==> src/rtl/mem_port_arbiter.sv <==
// mem_port_arbiter: arbitrates IF and LS onto one pipelined memory port and routes responses back by tag.
// Define MEM_ARB_RR_EN for round-robin arbitration instead of LS priority with IF starvation guard.
module mem_port_arbiter #(
  parameter int ADDR_W = 32,
  parameter int DATA_W = 32,
  parameter int MEM_LAT = 1,
  parameter int STARVE_MAX = 4
) (
  input  logic              clk,
  input  logic              rst_n,
  input  logic              if_req,
  input  logic [ADDR_W-1:0] if_addr,
  output logic              if_gnt,
  output logic              if_rvalid,
  output logic [DATA_W-1:0] if_rdata,
  input  logic              ls_req,
  input  logic              ls_we,
  input  logic [DATA_W/8-1:0] ls_be,
  input  logic [ADDR_W-1:0] ls_addr,
  input  logic [DATA_W-1:0] ls_wdata,
  output logic              ls_gnt,
  output logic              ls_rvalid,
  output logic [DATA_W-1:0] ls_rdata,
  output logic              mem_en,
  output logic              mem_we,
  output logic [DATA_W/8-1:0] mem_be,
  output logic [ADDR_W-1:0] mem_addr,
  output logic [DATA_W-1:0] mem_wdata,
  input  logic [DATA_W-1:0] mem_rdata
);
  typedef struct packed {
    logic v;
    logic ls;
    logic we;
  } tag_t;
  tag_t pipe [MEM_LAT];
  tag_t tag_out;
  logic if_wins;
`ifdef MEM_ARB_RR_EN
  logic last_if;
  assign if_wins = !ls_req || !last_if;
  always_ff @(posedge clk or negedge rst_n)
    if (!rst_n) last_if <= 1'b1;
    else if (if_gnt || ls_gnt) last_if <= if_gnt;
`else
  localparam logic [3:0] SMAX = 4'(STARVE_MAX);
  logic [3:0] starve_cnt;
  assign if_wins = !ls_req || starve_cnt == SMAX;
  always_ff @(posedge clk or negedge rst_n)
    if (!rst_n) starve_cnt <= '0;
    else if (!if_req || if_gnt) starve_cnt <= '0;
    else if (starve_cnt != SMAX) starve_cnt <= starve_cnt + 4'd1;
`endif
  always_comb begin
    if_gnt = if_req && if_wins;
    ls_gnt = ls_req && !if_gnt;
    mem_en = if_gnt || ls_gnt;
    mem_we = ls_gnt && ls_we;
    mem_be = ls_gnt ? ls_be : if_gnt ? {(DATA_W/8){1'b1}} : '0;
    mem_addr = ls_gnt ? ls_addr : if_addr;
    mem_wdata = ls_wdata;
  end
  // Tag pipe mirrors the memory latency so each response exits alongside its data.
  always_ff @(posedge clk or negedge rst_n)
    if (!rst_n) for (int i = 0; i < MEM_LAT; i++) pipe[i] <= '0;
    else begin
      pipe[0] <= {mem_en, ls_gnt, ls_gnt && ls_we};
      for (int i = 1; i < MEM_LAT; i++) pipe[i] <= pipe[i-1];
    end
  always_comb begin
    tag_out = pipe[MEM_LAT-1];
    if_rvalid = tag_out.v && !tag_out.ls;
    ls_rvalid = tag_out.v && tag_out.ls;
    if_rdata = if_rvalid ? mem_rdata : '0;
    ls_rdata = ls_rvalid && !tag_out.we ? mem_rdata : '0;
  end
endmodule
==> config.mk <==
export PLATFORM = sky130hd
export DESIGN_NAME = mem_port_arbiter
export DESIGN_NICKNAME = d
export VERILOG_FILES = /design/src/rtl/mem_port_arbiter.sv
export SDC_FILE = /design/constraint.sdc
export NUM_CORES = 1
export LEC_CHECK = 0
export ABC_AREA = 1
export CAP_MARGIN = 25
export CORE_AREA = 2 2 106 108
export CTS_CLUSTER_DIAMETER = 30
export DETAILED_ROUTE_END_ITERATION = 16
export DIE_AREA = 0 0 108 110
export GPL_ROUTABILITY_DRIVEN = 0
export MAX_ROUTING_LAYER = met4
export SLEW_MARGIN = 40
export SYNTH_ARGS = -nofsm -noshare
export SYNTH_HDL_FRONTEND = slang
export SYNTH_SLANG_ARGS = --single-unit
==> constraint.sdc <==
create_clock -name clk -period 1.4 [get_ports clk]
set_input_delay 0.14 -clock clk [delete_from_list [all_inputs] [get_ports clk]]
set_output_delay 0.14 -clock clk [all_outputs]
set_load 0.03 [all_outputs]
======== Word-level counts from Yosys, hierarchy flattened ========
Cells that the tools add are included.
word-level totals
  flip-flop bits (word level) ............. 7
  bits of input ports ..................... 137
operators by class
  $add $sub $neg .......................... 1
  equal/unequal tests ..................... 2
  mux-type cells .......................... 7
  reductions and logical operators ........ 15
operator list
  cell                   count
  $mux W32               3
  $mux W4                4
  $logic_and A1 B1 Y1    6
  $logic_not A1 Y1       5
  $add A4 B1 Y4 const B  1
  $eq A4 B3 Y1 const B   1
  $ne A4 B3 Y1 const B   1
  $logic_or A1 B1 Y1     3
  $reduce_bool A2 Y1     1

======== Logic depth before layout (Yosys ltp) ========
  depth after elaboration ................. 6
  depth in mapped cells ................... 8

======== Least setup slack after synthesis ========
OpenSTA, ideal clock, no wires.
  path type ............................... reg2out
  start point ............................. register pipe[1] (netlist bit)
  end point ............................... output if_rdata[0]
  data arrival time ....................... 1638 ps
  data required time ...................... 1260 ps
  setup slack ............................. -378 ps
  stages on the path, launching flop included .. 5
  path through ............................ dfrtp_1 nor2_1 inv_1 clkbuf_1 nor2_1
between the ends
  longest elaborated chain between the ends .. 3
ends and longest elaborated chain
  element              RTL line  source
  start: declaration   36        tag_t pipe [MEM_LAT];
  $logic_not A1 Y1     72        if_rvalid = tag_out.v && !tag_out.ls;
  $logic_and A1 B1 Y1  72
  named net if_rvalid  14        output logic if_rvalid,
  $mux W32             74        if_rdata = if_rvalid ? mem_rdata : '0;
  end: declaration     15        output logic [DATA_W-1:0] if_rdata,
The timed path passes the listed nets, and every way through them passes these cells.

======== Worst setup path in the final report ========
  start point ............................. register starve_cnt[0]
  end point ............................... output mem_addr[2]
between the ends
  longest elaborated chain between the ends .. 6
ends and longest elaborated chain
  element                   RTL line  source
  start: declaration        47        logic [3:0] starve_cnt;
  start signal: assignment  52        else if (starve_cnt != SMAX) starve_cnt <= starve_cnt + 4'd1;
  $eq A4 B3 Y1              48        assign if_wins = !ls_req || starve_cnt == SMAX;
  $logic_or A1 B1 Y1        48
  $logic_and A1 B1 Y1       55        if_gnt = if_req && if_wins;
  $logic_not A1 Y1          56        ls_gnt = ls_req && !if_gnt;
  $logic_and A1 B1 Y1       56
  $mux W32                  60        mem_addr = ls_gnt ? ls_addr : if_addr;
  end: declaration          27        output logic [ADDR_W-1:0] mem_addr,
No other way between the ends.

==> metrics.cfg <==
[layout]
nFillCells=990
layout.nets=629
syn_to_final_growth_pct=229
final_util=0.459
layout.cells.most_common=clkdlybuf4s50_1
instances_no_fill=629
post-route-cell-area_um2=4910
antennaDiodeCount=0
mostFrequentLayoutCells=clkdlybuf4s50_1 (104), buf_6 (94), nor2_4 (65), inv_1 (40)
drive_gt1_frac=0.564

[setup_path]
crit_family=buffers and inverters
worst_path_largest_cell_delay_ns=0.37
cp.required_ns=1.26
crit_type=reg -> out
timing.rr.start=starve_cnt[0]$_DFFE_PN0P_
crit_end=mem_addr[2]
cpMostUsedCell=buf_12
path_depth=9
crit_start=starve_cnt[0]$_DFFE_PN0P_
critPathSlowestCell=dfrtp_1
rrSetupSlack_ns=0.03
worstReg2RegEnd=pipe[1]$_DFF_PN0_
cp-end-kind=primary output
r2r_cells=8
worstPathCellList=inv_1 > ha_2 > nand3_4 > o21ai_4 > buf_4 > buf_12 > nand2_1 > nand2_2 > buf_12
path_buf_inv=4
cp_max_fo=6
critPathLaunchType=register
arrival_ns=1.67

[logic_synthesis]
avgSynthCellArea_um2=5.21
ys_ff_latch=7
ys_warn_count=0
yosys-top-cells-area=nand2_1 (18%), nor2_1 (18%), buf_4 (17%), dfrtp_1 (12%), nand3_1 (11%)
seq_area_frac_synth=0.117
syn_nets=425
yosys.area.top_type=nand2_1
postSynthCellCount=286
syn_area_um2=1490
synth_top_area_share=0.179
synth.distinct_cells=18

[routing]
firstDrtPassIters=3
antenna_left=0
vias_per_cell=4.07
wl_per_cell_um=14.0
drt-total-wl_um=8790
vias=2561
drc=0
drt_iter0_markers=60

[global_route]
grt_antenna_before_repair=0
grt_overflow=0
grt_max_degree=37
grt_pass1_vias=2667
grtUsageTotal=0.140
grt_pass1_wl_um=12800

[clock_network]
clk_pin_slew_ns=0.04
cts_buffer_depth=2
cts_tree=built
clock-sinks=7
ctsHoldBuffers=0
clockRootBuffer=clkbuf_8
numCtsBuffers=3
clkLatencyLatePin_ns=0.22
h-tree-depth=1

[sta]
worst_slack_ns=-0.412
drv_slew=0
period_needed_ns=1.81
clock.fmax_mhz=552
fin_setup_tns_ns=-24.10
finalSetupViolCount=103
max_slew_margin=0.724
post-route-period-util=1.29
rsz0062_at_grt=true
timing.final.hold_violations=0
skew_ns=0.00133
worst_pin_slew_ns=0.413

[die]
dieWidth_um=108
die_h_um=110
fp.coreArea_um2=10700
rows=38
die-area_um2=11900
io_pins=275
start_util=0.139

[placement]
io_buffers=210
post-place-ws_ns=-0.304
post_dp_cell_area_um2=3870
dp_hpwl_um=6000
dp_cells=604

[pwr]
p_per_area_nw_per_um2=487
ir_drop_uv=329
leakage_nw=2.22

[run_status]
violations=negative setup slack
outcome=finished with violations

[worst_hold_path]
hp-class=in -> async

[job]
maxCapViolCount=0

==> repair_timing <==
| item | 4_1_cts | 5_1_grt |
|---|---|---|
| resized for setup | 199 | 13 |
| hold endpoints to repair | 0 | 0 |
| pin swaps | 3 | 7 |
| gates cloned | 7 | 2 |
| setup buffers | 13 | 6 |
| endpoints found under the setup margin | 103 | 105 |
==> metal layers <==
metal	track usage	up-vias	wire, µm
met5	-	-	0
met4	0.0247	0	108
met3	0.0482	8	1110
met2	0.264	193	4560
met1	0.141	1140	3010
li1	-	1220	-
==> cells by family after synthesis <==
logic type	share of synthesized area
xor+xnor	0.0117
fa+ha+maj	0.0168
buf+inv	0.342
simple gates	0.501
compound gates	0.0109
flops	0.117
==> sequential cells by signal, summed over array words and instances (netlist names) <==
register	cells
starve_cnt	4
pipe	3
==> how the worst min path moves through the flow <==
stage               slack [ns]  cells past startpoint           endpoint         start
floorplan                -0.16                      0  pipe[0]$_DFF_PN0_         rst_n
global placement          0.28                      0      mem_wdata[16]  ls_wdata[16]
detailed placement        0.28                      0      mem_wdata[16]  ls_wdata[16]
CTS                       0.19                      1  pipe[1]$_DFF_PN0_         rst_n
global route              0.21                      1  pipe[1]$_DFF_PN0_         rst_n
finish                    0.18                      1  pipe[1]$_DFF_PN0_         rst_n
==> stage by stage <==
stage	hold WS (ns)	power, mW
2_1_floorplan	-0.156	1.20
3_3_place_gp	0.280	1.73
3_5_place_dp	0.280	1.74
4_1_cts	0.190	2.39
5_1_grt	0.215	2.52
6_report	0.180	2.39
==> power breakdown <==
| part | internal, mW | leakage (nW) | switching, mW |
|---|---|---|---|
| clock | 0.197 | 0.0228 | 0.0834 |
| sequential | 0.210 | 0.0896 | 0.00420 |
| combinational | 0.920 | 2.11 | 0.974 |
==> worst reg2reg max path, delay by kind of cell, from the launching register on <==
family,cells,cell delay (ns)
buffers and inverters,5,0.45
AOI/OAI and AO/OA,1,0.16
DFF,1,0.37
adders and majority gates,1,0.18
and+or+nand+nor,1,0.10
==> final cells by class <==
type | instances | area [µm²] | share of cell area
Sequential cell | 7 | 175 | 0.0357
Multi-Input combinational cell | 188 | 1610 | 0.327
Timing Repair Buffer | 247 | 2740 | 0.558
Clock buffer | 4 | 45.0 | 0.00918
Tap cell | 140 | 175 | 0.0357
Inverter | 43 | 169 | 0.0344
==> synthesized netlist by cell type (all sizes together) <==
cell	instances
ha	2
nand3	35
nand2	75
buf	45
clkbuf	4
xor2	1
o21ai	1
nor2	70
or2	2
xnor2	1
dfrtp	7
inv	43
(Power assumes the default switching activity.)
